## config.mk

```make
export PLATFORM = sky130hd
export DESIGN_NAME = intr_ctrl_flat
export DESIGN_NICKNAME = d
export VERILOG_FILES = /design/src/rtl/intr_ctrl_if.sv /design/src/rtl/intr_ctrl.sv /design/src/flat_wrapper.sv
export SDC_FILE = /design/constraint.sdc
export NUM_CORES = 1
export LEC_CHECK = 0
export CAP_MARGIN = 20
export CORE_UTILIZATION = 25
export DETAILED_ROUTE_END_ITERATION = 16
export GPL_TIMING_DRIVEN = 0
export PLACE_DENSITY = 0.65
export SYNTH_ARGS = -nofsm -noshare
export SYNTH_HDL_FRONTEND = slang
export SYNTH_SLANG_ARGS = --single-unit
```

## constraint.sdc

```tcl
create_clock -name clk -period 2.75 [get_ports clk]
set_clock_uncertainty 0.15 [all_clocks]
set_input_delay 0.55 -clock clk [delete_from_list [all_inputs] [get_ports clk]]
set_output_delay 0.55 -clock clk [all_outputs]
set_load 0.05 [all_outputs]
```

## src/rtl/intr_ctrl_if.sv

```systemverilog
// Bundles the intr_ctrl config register port, source lines and core request handshake.
interface intr_ctrl_if #(
   parameter int unsigned NUM_SRC = 4
);
   logic [NUM_SRC-1:0] src_irq;
   logic               cfg_we;
   logic [1:0]         cfg_addr;
   logic [31:0]        cfg_wdata;
   logic [31:0]        cfg_rdata;
   logic [NUM_SRC-1:0] interrupt;
   logic               intr_ack;
   logic               intr_done;
   logic               busy;

   modport master (
      output src_irq, cfg_we, cfg_addr, cfg_wdata, intr_ack, intr_done,
      input  cfg_rdata, interrupt, busy
   );

   modport slave (
      input  src_irq, cfg_we, cfg_addr, cfg_wdata, intr_ack, intr_done,
      output cfg_rdata, interrupt, busy
   );
endinterface

```

## src/rtl/intr_ctrl.sv

```systemverilog
// Interrupt controller: pending/enable/edge registers, fixed priority, held one-hot request.
// Define INTR_TIMER_EN to build the compare timer that drives source 0.
module intr_ctrl #(
   parameter int unsigned NUM_SRC = 4,
   parameter int unsigned TIMER_W = 32
) (
   input  logic       clk,
   input  logic       rst,
   intr_ctrl_if.slave bus
);
   localparam int unsigned SelW = (NUM_SRC > 1) ? $clog2(NUM_SRC) : 1;

   typedef enum logic [1:0] {StIdle, StReq, StService} state_e;

   state_e             state_q, state_d;
   logic [SelW-1:0]    sel_q, sel_d, win_idx;
   logic [NUM_SRC-1:0] enable_q, enable_d, edge_q, edge_d, pending_q, pending_d, src_q;
   logic [NUM_SRC-1:0] interrupt_q, interrupt_d;
   logic [NUM_SRC-1:0] edge_eff, src_eff, set_vec, clr_vec, eligible;
   logic               wr_en, wr_edge, wr_pend, timer_hit;
   logic [31:0]        cmp_rd, rdata;
   logic               unused_wdata;

   assign wr_en   = bus.cfg_we && (bus.cfg_addr == 2'd0);
   assign wr_edge = bus.cfg_we && (bus.cfg_addr == 2'd1);
   assign wr_pend = bus.cfg_we && (bus.cfg_addr == 2'd2);
   assign unused_wdata = ^bus.cfg_wdata;

`ifdef INTR_TIMER_EN
   logic               wr_cmp;
   logic [TIMER_W-1:0] timer_q, timer_d, cmp_q, cmp_d;

   assign wr_cmp = bus.cfg_we && (bus.cfg_addr == 2'd3);

   always_comb begin
      timer_d = wr_cmp ? '0 : timer_q + 1'b1;
      cmp_d   = wr_cmp ? TIMER_W'(bus.cfg_wdata) : cmp_q;
   end

   always_ff @(posedge clk) begin
      if (!rst) begin
         timer_q <= '0;
         cmp_q   <= '1;
      end else begin
         timer_q <= timer_d;
         cmp_q   <= cmp_d;
      end
   end

   // Source 0 belongs to the timer: always edge-mode, external line masked off.
   always_comb begin
      edge_eff    = edge_q;
      edge_eff[0] = 1'b1;
      src_eff     = bus.src_irq;
      src_eff[0]  = 1'b0;
   end
   assign timer_hit = (timer_q == cmp_q);
   assign cmp_rd    = 32'(cmp_q);
`else
   logic [TIMER_W-1:0] unused_timer_w;

   assign unused_timer_w = '0;
   assign edge_eff  = edge_q;
   assign src_eff   = bus.src_irq;
   assign timer_hit = 1'b0;
   assign cmp_rd    = '0;
`endif

   // A new edge outranks any clear landing on the same bit in the same cycle.
   always_comb begin
      set_vec    = src_eff & ~src_q;
      set_vec[0] = set_vec[0] | timer_hit;
      clr_vec    = '0;
      if (wr_pend) clr_vec = bus.cfg_wdata[NUM_SRC-1:0];
      if ((state_q == StReq) && bus.intr_ack) clr_vec[sel_q] = 1'b1;
      pending_d = (edge_eff & (set_vec | (pending_q & ~clr_vec))) | (~edge_eff & src_eff);
      enable_d  = wr_en   ? bus.cfg_wdata[NUM_SRC-1:0] : enable_q;
      edge_d    = wr_edge ? bus.cfg_wdata[NUM_SRC-1:0] : edge_q;
   end

   assign eligible = pending_q & enable_q;

   always_comb begin
      win_idx = '0;
      for (int i = NUM_SRC - 1; i >= 0; i--) begin
         if (eligible[i]) win_idx = SelW'(i);
      end
   end

   always_ff @(posedge clk) begin
      if (!rst) begin
         enable_q  <= '0;
         edge_q    <= '0;
         pending_q <= '0;
         src_q     <= '0;
      end else begin
         enable_q  <= enable_d;
         edge_q    <= edge_d;
         pending_q <= pending_d;
         src_q     <= bus.src_irq;
      end
   end

   always_ff @(posedge clk) begin
      if (!rst) begin
         state_q     <= StIdle;
         sel_q       <= '0;
         interrupt_q <= '0;
      end else begin
         state_q     <= state_d;
         sel_q       <= sel_d;
         interrupt_q <= interrupt_d;
      end
   end

   // Ack beats a same-cycle disable, so the trap the core already took is seen through.
   always_comb begin
      state_d = state_q;
      sel_d   = sel_q;
      unique case (state_q)
         StIdle: begin
            if (|eligible) begin
               state_d = StReq;
               sel_d   = win_idx;
            end
         end
         StReq: begin
            if (bus.intr_ack)         state_d = StService;
            else if (!enable_q[sel_q]) state_d = StIdle;
         end
         StService: begin
            if (bus.intr_done) state_d = StIdle;
         end
         default: state_d = StIdle;
      endcase
   end

   // Registered request: computed from next state so it is a clean flop output.
   always_comb begin
      interrupt_d = '0;
      if (state_d == StReq) interrupt_d[sel_d] = 1'b1;
   end

   always_comb begin
      rdata = '0;
      unique case (bus.cfg_addr)
         2'd0: rdata[NUM_SRC-1:0] = enable_q;
         2'd1: rdata[NUM_SRC-1:0] = edge_q;
         2'd2: rdata[NUM_SRC-1:0] = pending_q;
         2'd3: rdata = cmp_rd;
         default: rdata = '0;
      endcase
   end

   assign bus.cfg_rdata = rdata;
   assign bus.interrupt = interrupt_q;
   assign bus.busy      = (state_q != StIdle);
endmodule

```

## src/flat_wrapper.sv

```systemverilog
// flat-port wrapper written by rule: the top's interface ports become plain ports
module intr_ctrl_flat 
#(
   parameter int unsigned NUM_SRC = 4,
   parameter int unsigned TIMER_W = 32
)
  (clk, rst, bus_src_irq, bus_cfg_we, bus_cfg_addr, bus_cfg_wdata, bus_intr_ack, bus_intr_done, bus_cfg_rdata, bus_interrupt, bus_busy);
  intr_ctrl_if #(.NUM_SRC(NUM_SRC)) bus_i ();
  input  logic clk;
  input  logic rst;
  input wire logic [$bits(bus_i.src_irq)-1:0] bus_src_irq;
  input wire logic [$bits(bus_i.cfg_we)-1:0] bus_cfg_we;
  input wire logic [$bits(bus_i.cfg_addr)-1:0] bus_cfg_addr;
  input wire logic [$bits(bus_i.cfg_wdata)-1:0] bus_cfg_wdata;
  input wire logic [$bits(bus_i.intr_ack)-1:0] bus_intr_ack;
  input wire logic [$bits(bus_i.intr_done)-1:0] bus_intr_done;
  output wire logic [$bits(bus_i.cfg_rdata)-1:0] bus_cfg_rdata;
  output wire logic [$bits(bus_i.interrupt)-1:0] bus_interrupt;
  output wire logic [$bits(bus_i.busy)-1:0] bus_busy;
  assign bus_i.src_irq = bus_src_irq;
  assign bus_i.cfg_we = bus_cfg_we;
  assign bus_i.cfg_addr = bus_cfg_addr;
  assign bus_i.cfg_wdata = bus_cfg_wdata;
  assign bus_i.intr_ack = bus_intr_ack;
  assign bus_i.intr_done = bus_intr_done;
  assign bus_cfg_rdata = bus_i.cfg_rdata;
  assign bus_interrupt = bus_i.interrupt;
  assign bus_busy = bus_i.busy;
  intr_ctrl #(.NUM_SRC(NUM_SRC), .TIMER_W(TIMER_W)) u_core (.clk(clk), .rst(rst), .bus(bus_i));
endmodule
```

==> impl_metrics.tcl, run 1 <==
set metrics [dict create \
    status "finished clean" \
    grt_pass1_vias 932 \
    routed_via_density 3.83 \
    path_class "in -> out" \
    grt_usage_pct 10.2 \
    synth_most_common_cell "buf_4" \
    detail-route-antenna-nets 0 \
    gr-total-overflow 0 \
    avgSynthCellArea_um2 9.09 \
    synth_flop_cell "dfxtp_1" \
    layout.nets 246 \
    slew_violations 0 \
    drtIter0Drc 51 \
    arrival_ns 1.99 \
    drtPass1Iterations 4 \
    drive_gt1_share_pct 22.8 \
    drc 0 \
    relSlewSlack_pct 66.4 \
    grt_use_met2_pct 17.2 \
    powerDensity_mw_per_mm2 484 \
    synth_edf_count 0 \
    setup_viol 0 \
    rows 26 \
    hold_viol 0 \
    antenna_found_initial 0 \
    cts_inserted_buffers 3 \
    die_w_um 75.6 \
    max_cap_violations 0 \
    antenna_cells 0 \
    synth_seq_cells 24 \
    core-area_mm2 0.00517 \
    syn_inst 149 \
    yosysSeqAreaShare_pct 35.5 \
    dpl.hpwl_um 2050 \
    worstMarginPinSlew_ns 0.503 \
    grt_pass1_wl_um 4340 \
    cts_hold_buffers 0 \
    use_met1_pct 12.7 \
    clock-sinks 24 \
    period_minus_slack_ns 2.69 \
    cp-start-kind "primary input" \
    io_buffers 22 \
    yosysWarnings 0 \
    synth_top_area_share_pct 35.5 \
    post_cts_buffers 0 \
    cp-end-kind "output pin" \
    setup_tns_ns 0 \
    synth_cell_type_count 36 \
    syn-cell-area_mm2 0.00136 \
    power.leakage_uw 0.000843 \
    clock_path_buffers 2 \
    initial_core_util_pct 26.2 \
    clk_pin_slew_ns 0.08 \
    cp.required_ns 2.05 \
    hp-class "reg -> reg" \
    htree_levels 1 \
    post-place-ws_ns -0.412 \
    num_io_pins 80 \
    gr-usage-met3_pct 2.65 \
    max_freq_mhz 372 \
    wl_per_cell_um 9.75 \
    period_share_pct 97.7 \
    rsz0062_at_grt "no" \
    ctsRootBufferMaster "clkbuf_8" \
    yosys-top-cells-count "buf_4 (29), dfxtp_1 (24), mux2i_1 (15)" \
    cp_max_fo 7 \
    ir_worst_vdd_v 0.000172 \
    die_y_um 75.6 \
    grt_max_degree 15 \
    cts_tree "yes" \
    postRouteWirelength_um 2650 \
    gp_congestion 0.780 \
    area_growth_pct 34.4 \
    power.total_uw 882 \
    synthArstFlopShare_pct 0 \
    clkLatencyLatePin_ns 0.27 \
    synth_top_area_cell "dfxtp_1" \
    synthTopCellsByArea "dfxtp_1 (35%), buf_4 (16%), mux2i_1 (11%)" \
    dieArea_mm2 0.00572 \
    setup_ws_ns 0.0646 \
    gr-max-usage-layer "met2" \
    vias 1041 \
]
## report_power, final
part / internal [uW] / switching, uW / total (uW)
Clock: 195 / 111 / 306
Sequential: 360 / 9.12 / 369
Combinational: 72.1 / 136 / 208
## state kept, by name, indices dropped and copies added (netlist names)
name,count
u_core.bus.interrupt,4
u_core.edge_eff,4
u_core.enable_q,4
u_core.pending_q,4
u_core.src_q,4
u_core.sel_q,2
u_core.state_q,2
## repair_timing
action	CTS	global route
pin swaps	0	0
endpoints found under the setup margin	4	3
resized for setup	16	6
## kinds of logic (layout without fill, tap and decap cells)
logic type | Yosys count | after routing | synth area share [%]
simple gates | 49 | 49 | 20.8
buf+inv | 35 | 61 | 18.4
compound gates | 25 | 25 | 14.0
flops | 24 | 24 | 35.5
mux | 15 | 15 | 11.1
other cells | 1 | 28 | 0.277
## layout by cell type, fill, tap and decap left out, types with 2 or more instances in the layout
| cell type | count |
|---|---|
| nand2_1 | 13 |
| mux2i_1 | 15 |
| buf_4 | 29 |
| o21ai_0 | 6 |
| clkbuf_1 | 3 |
| nor3b_1 | 3 |
| clkdlybuf4s50_1 | 18 |
| clkbuf_8 | 3 |
| nand3_1 | 6 |
| a221oi_1 | 2 |
| and2_1 | 5 |
| conb_1 | 28 |
| nand3b_1 | 2 |
| nor2b_1 | 8 |
| a21o_1 | 4 |
| nor2_1 | 6 |
| buf_2 | 4 |
| dfxtp_1 | 24 |
| a21oi_2 | 2 |
## per-layer routing
| layer | wire length [um] | part of all wire [%] |
|---|---|---|
| met4 | 18 | 0.68 |
| met5 | 0 | 0 |
| met2 | 1250 | 47 |
| met1 | 1220 | 46 |
| met3 | 160 | 6.0 |
## worst paths after layout
kind,end,slack (ns),cells after the start,start
hold reg to reg,u_core.pending_q[0],0.33,2,u_core.src_q[0]
setup / recovery,bus_cfg_rdata[1],0.06,5,bus_cfg_addr[1]
hold / removal,u_core.pending_q[0],0.33,2,u_core.src_q[0]
setup reg to reg,u_core.bus.interrupt[3],1.28,5,u_core.sel_q[0]
## cell type report
cell class,instances,area (um2)
buffer,34,245
clock buffer,3,41.3
tap,70,87.6
multi-input combinational,117,727
sequential,24,480
clock inverter,1,30.0
timing repair buffer,22,206
fill,543,3350
inverter,1,3.75
## critical path, cell delays in order
cell and delay, ns:
clkdlybuf4s50_1 0.63, nor2b_4 0.26, nand2_1 0.07, o21ai_0 0.08, clkdlybuf4s15_2 0.40
## stage by stage
| step | cells | hold slack, ns | util (%) | cell area (um2) |
|---|---|---|---|---|
| 2_1_floorplan | 176 | 0.298 | - | 1460 |
| 3_3_place_gp | 268 | 0.303 | 34.1 | 1760 |
| 3_5_place_dp | 268 | 0.313 | 34.1 | 1760 |
| 4_1_cts | 272 | 0.332 | 35.6 | 1840 |
| 5_1_grt | 272 | 0.357 | 35.2 | 1820 |
| 6_report | 272 | 0.327 | 35.2 | 1820 |
Note: power is estimated with default switching activity, not from simulation.
==> run 2, diff against run 1 <==
--- a/config.mk
+++ b/config.mk
@@ -5,11 +5,12 @@
 export SDC_FILE = /design/constraint.sdc
 export NUM_CORES = 1
 export LEC_CHECK = 0
+export ABC_AREA = 1
 export CAP_MARGIN = 20
 export CORE_UTILIZATION = 25
 export DETAILED_ROUTE_END_ITERATION = 16
 export GPL_TIMING_DRIVEN = 0
-export PLACE_DENSITY = 0.65
+export PLACE_DENSITY = 0.66
 export SYNTH_ARGS = -nofsm -noshare
 export SYNTH_HDL_FRONTEND = slang
 export SYNTH_SLANG_ARGS = --single-unit
==> impl_metrics.tcl, run 2 <==
set metrics [dict create \
    gr-total-overflow 0 \
    cp_max_fo 3 \
    fin_area_mm2 0.00177 \
    p_sw_share_pct 34.3 \
    fin_util_pct 36.3 \
    dpl.hpwl_um 2050 \
    post_cts_buffers 0 \
    arrival_ns 1.94 \
    yosysSeqAreaShare_pct 36.7 \
    hp-class "reg -> reg" \
    ir_worst_vdd_v 0.000298 \
    rr_worst_depth 6 \
    ctsRootBufferMaster "clkbuf_8" \
    rows 25 \
    slowest_stage "clkdlybuf4s50_1" \
    clock_path_buffers 2 \
    antenna_found_initial 0 \
    period_minus_slack_ns 2.64 \
    synth_top_area_cell "dfxtp_1" \
    reg2reg_slack_ns 1.49 \
    cp.required_ns 2.05 \
    internal_power_uw 532 \
    relSlewSlack_pct 66.6 \
    layout.nets 287 \
    wl_per_cell_um 8.49 \
    place_area_mm2 0.00172 \
    die_y_um 74.3 \
    synth_most_common_cell "nand2_1" \
    syn-cell-area_mm2 0.00131 \
    cts_tree "yes" \
    cp-end-kind "output pin" \
    powerDensity_mw_per_mm2 458 \
    synth_top_area_share_pct 36.7 \
    grt_max_degree 13 \
    synth_flop_cell "dfxtp_1" \
    antenna_cells 0 \
    power.total_uw 809 \
    area_growth_pct 35.3 \
    drtPass1Iterations 4 \
    post-place-ws_ns -0.316 \
    cts_inserted_buffers 3 \
    synth_cell_type_count 20 \
    slew_violations 0 \
    endpoint "bus_cfg_rdata[1]" \
    synth_edf_count 0 \
    placedCellCount 306 \
    max_freq_mhz 379 \
    max_cap_violations 0 \
    clkLatencyLatePin_ns 0.27 \
    worstMarginPinSlew_ns 0.499 \
    cp_slowest_stage_delay_ns 0.61 \
    synth_seq_cells 24 \
    path_class "in -> out" \
    hold_viol 0 \
    r2r-start "u_core.state_q[0]" \
    num_io_pins 80 \
    clkPwrFrac_pct 26.1 \
    seqPwrFrac_pct 46.2 \
    final-instance-count-excl-fill 309 \
    initial_core_util_pct 26.8 \
    htree_levels 1 \
    synthArstFlopShare_pct 0 \
    avgSynthCellArea_um2 6.92 \
    crit_start "bus_cfg_addr[1]" \
    setup_ws_ns 0.111 \
    drc 0 \
    vias 1170 \
    rsz0062_at_grt "no" \
    cp-start-kind "primary input" \
    clk_pin_slew_ns 0.08 \
    dieArea_mm2 0.00552 \
    detail-route-antenna-nets 0 \
    core-area_mm2 0.00488 \
    postRouteWirelength_um 2620 \
    status "finished clean" \
    grt_pass1_wl_um 4420 \
    io_buffers 23 \
    syn_inst 189 \
    period_share_pct 96.0 \
    timing.rr.end "u_core.bus.interrupt[1]" \
    drtIter0Drc 32 \
    clock-sinks 24 \
    yosysWarnings 0 \
    grt_usage_pct 10.5 \
    crit_chain "clkdlybuf4s50_1 > nand2_2 > inv_1 > nand2_1 > nand3_1 > clkdlybuf4s15_2" \
    routed_via_density 3.79 \
    pwr-share-comb_pct 27.7 \
    grt_pass1_vias 1015 \
    die_w_um 74.3 \
    synthTopCellsByArea "dfxtp_1 (37%), buf_4 (16%), nand2_1 (16%)" \
    yosys-top-cells-count "nand2_1 (54), buf_4 (28), dfxtp_1 (24)" \
    final_cell_mix "nand2_1 (54), buf_4 (28), conb_1 (28)" \
    setup_viol 0 \
    net-switching-power_uw 277 \
    fillers 536 \
    cts_hold_buffers 0 \
    power.leakage_uw 0.000871 \
    drive_gt1_share_pct 19.0 \
    gp_congestion 0.826 \
    final_common_cell "nand2_1" \
]
## run 2: cell count changes in the layout (fill, tap and decap cells not counted), sizes merged, moves of 5 or more
| cell | previous run | this run |
|---|---|---|
| nand2 | 13 | 58 |
| inv | 1 | 18 |
| mux2i | 15 | 0 |
| nor2 | 6 | 20 |
| nor2b | 9 | 0 |
| nand3 | 6 | 14 |
| and2 | 6 | 0 |
| buf | 34 | 29 |
## run 2: critical path: cells and delay by family
kind                   cells  cell delay [ns]
buffers and inverters      3             1.12
AND/OR/NAND/NOR            3             0.27
## run 2: how the worst min path moves through the flow
stage                     depth (start not counted)             from                   to
after floorplan                                   3  u_core.src_q[2]  u_core.pending_q[2]
after global placement                            3  u_core.src_q[2]  u_core.pending_q[2]
after detailed placement                          3  u_core.src_q[2]  u_core.pending_q[2]
after CTS                                         3  u_core.src_q[2]  u_core.pending_q[2]
after global routing                              3  u_core.src_q[2]  u_core.pending_q[2]
final                                             3  u_core.src_q[2]  u_core.pending_q[2]
## run 2: per-stage QoR
stage,setup TNS (ns),hold slack (ns)
2_1_floorplan,0,0.296
3_3_place_gp,-1.17,0.314
3_5_place_dp,-1.23,0.319
4_1_cts,0,0.339
5_1_grt,0,0.362
6_report,0,0.334
## run 2: cell type report
type,instances,area [um2],share of cell area (%)
Timing Repair Buffer,23,235,13.3
Buffer,29,215,12.2
Clock buffer,3,41.3,2.33
Sequential cell,24,480,27.2
Multi-Input combinational cell,144,641,36.2
Tap cell,67,83.8,4.74
Inverter,19,72.6,4.10
## run 2: cell families (layout without fill, tap and decap cells)
kind of cell / Yosys count / in the layout / share of synthesized area, %
simple gates: 96 / 96 / 32.1
buf+inv: 48 / 74 / 22.0
flops: 24 / 24 / 36.7
compound gates: 20 / 20 / 8.90
other cells: 1 / 28 / 0.287
## run 2: what timing repair did
action,in CTS,in global routing
endpoints found under the setup margin,4,0
gates resized for setup,12,0
endpoints found under the hold margin,0,0
## run 2: power by group through the flow
stage,Clock [uW],Combinational (uW),Sequential [uW]
detailed placement,0,224,382
CTS,212,223,374
finish,212,224,374
floorplan,0,176,382
global route,225,241,376
global placement,0,223,382
## run 2: layer usage
| layer | track usage (%) | vias up | share of wire [%] |
|---|---|---|---|
| met5 | 0 | - | 0 |
| met2 | 16.4 | 43 | 42 |
| met1 | 14.0 | 483 | 50 |
| met3 | 3.39 | 2 | 8.0 |
| met4 | 2.52 | 0 | 0.31 |
| li1 | - | 642 | - |
==> run 3, diff against run 2 <==
--- a/config.mk
+++ b/config.mk
@@ -7,10 +7,11 @@
 export LEC_CHECK = 0
 export ABC_AREA = 1
 export CAP_MARGIN = 20
-export CORE_UTILIZATION = 25
+export CORE_UTILIZATION = 40
 export DETAILED_ROUTE_END_ITERATION = 16
 export GPL_TIMING_DRIVEN = 0
-export PLACE_DENSITY = 0.66
+export PLACE_DENSITY = 0.94
+export RECOVER_POWER = 50
 export SYNTH_ARGS = -nofsm -noshare
 export SYNTH_HDL_FRONTEND = slang
 export SYNTH_SLANG_ARGS = --single-unit
==> constraint.sdc (replaced) <==
create_clock -name clk -period 2.75 [get_ports clk]
set_clock_uncertainty 0.15 [all_clocks]
set_input_delay 0.825 -clock clk [delete_from_list [all_inputs] [get_ports clk]]
set_output_delay 0.825 -clock clk [all_outputs]
set_load 0.05 [all_outputs]
==> impl_metrics.tcl, run 3 (synthesis gave the netlist of run 2 again) <==
set metrics [dict create \
    drtPass1Iterations 5 \
    initial_core_util_pct 42.5 \
    cp_slowest_stage_delay_ns 0.78 \
    max_freq_mhz 385 \
    layout.nets 289 \
    routed_via_density 4.21 \
    crit_chain "nor2_2 > inv_1 > clkdlybuf4s50_1" \
    grt_usage_pct 15.8 \
    final_common_cell "nand2_1" \
    gr-total-overflow 0 \
    clk_pin_slew_ns 0.12 \
    hold_depth 3 \
    htree_levels 1 \
    arrival_ns 1.63 \
    final_cell_mix "nand2_1 (55), buf_4 (33), conb_1 (28)" \
    detail-route-antenna-nets 0 \
    grt_max_degree 15 \
    dpl.hpwl_um 2120 \
    antenna_found_initial 0 \
    die_w_um 59.2 \
    antenna_cells 0 \
    drtIter0Drc 24 \
    die_y_um 59.2 \
    period_minus_slack_ns 2.60 \
    cts_tree "yes" \
    cp-end-kind "output pin" \
    drive_gt1_share_pct 20.0 \
    slew_violations 0 \
    hold_viol 0 \
    io_buffers 23 \
    clkLatencyLatePin_ns 0.31 \
    crit_cells 3 \
    area_growth_pct 33.2 \
    powerDensity_mw_per_mm2 485 \
    ir_worst_vdd_v 0.000262 \
    cp-start-kind "flip-flop" \
    max_cap_violations 0 \
    postRouteWirelength_um 2570 \
    clock-sinks 24 \
    grt_pass1_vias 1078 \
    dieArea_mm2 0.00350 \
    rr_worst_depth 9 \
    status "finished clean" \
    drc 0 \
    setup_tns_ns 0 \
    num_io_pins 80 \
    critical-path-top-delay-family "buffers and inverters" \
    hp-class "reg -> reg" \
    power.leakage_uw 0.000892 \
    wl_per_cell_um 8.88 \
    cp_max_fo 5 \
    cts_inserted_buffers 3 \
    ctsRootBufferMaster "clkbuf_4" \
    cts_hold_buffers 0 \
    core-area_mm2 0.00308 \
    setup_viol 0 \
    rsz0062_at_grt "no" \
    cp.required_ns 1.78 \
    gp_congestion 0.865 \
    critical_path_buf_inv_count 2 \
    clock_path_buffers 2 \
    fin_util_pct 56.6 \
    grt_pass1_wl_um 4220 \
    slowest_stage "clkdlybuf4s50_1" \
    path_class "reg -> out" \
    rows 20 \
    period_share_pct 94.6 \
    vias 1218 \
]
-- run 3: layer usage --
metal	vias to the layer above	GRT usage, %	wire (um)
li1	647	-	-
met1	528	18.2	1120
met2	37	27.9	1280
met3	6	3.06	124
met4	0	7.48	48
met5	-	0	0
-- run 3: power by group --
part           switching, uW  internal, uW
combinational            153          71.5
clock                   98.0           147
sequential              12.1           362
-- run 3: layout make-up --
class	count	area, um2
buffer	29	214
clock buffer	3	22.5
clock inverter	1	30.0
fill	292	1340
inverter	19	72.6
multi-input combinational	144	638
sequential	24	480
tap	44	55.1
timing repair buffer	25	229
-- run 3: worst reg2reg max path, cell delays in order, from the launching register on --
cell and delay (ns):
dfxtp_1 0.45, inv_1 0.11, nand2_1 0.07, nand2_1 0.05
nand2_1 0.05, nand2_1 0.05, nand2_1 0.05, nand2_1 0.04
nand2_1 0.14, nor2_1 0.06
-- run 3: worst paths after layout --
check,startpoint,to,slack (ns)
worst max-delay path,u_core.state_q[0],bus_busy,0.15
worst min-delay path,u_core.src_q[2],u_core.pending_q[2],0.34
worst max register to register,u_core.sel_q[0],u_core.bus.interrupt[3],1.45
worst min register to register,u_core.src_q[2],u_core.pending_q[2],0.34
-- run 3: through the flow --
step / hold slack [ns] / instance area (um2) / power, uW / setup slack [ns] / std cells
3_5_place_dp: 0.313 / 1690 / 605 / -0.866 / 283
3_3_place_gp: 0.303 / 1690 / 602 / -0.838 / 283
2_1_floorplan: 0.296 / 1410 / 558 / 0.0155 / 216
4_1_cts: 0.343 / 1750 / 850 / 0.0143 / 288
5_1_grt: 0.386 / 1740 / 884 / 0.0696 / 289
6_report: 0.338 / 1740 / 844 / 0.150 / 289
-- run 3: what timing repair did --
item                                   4_1_cts  5_1_grt
endpoints found under the hold margin        0        0
buffers inserted                             1        1
pin swaps                                    1        1
gates resized for setup                     27        4
setup endpoints to repair                    4        4
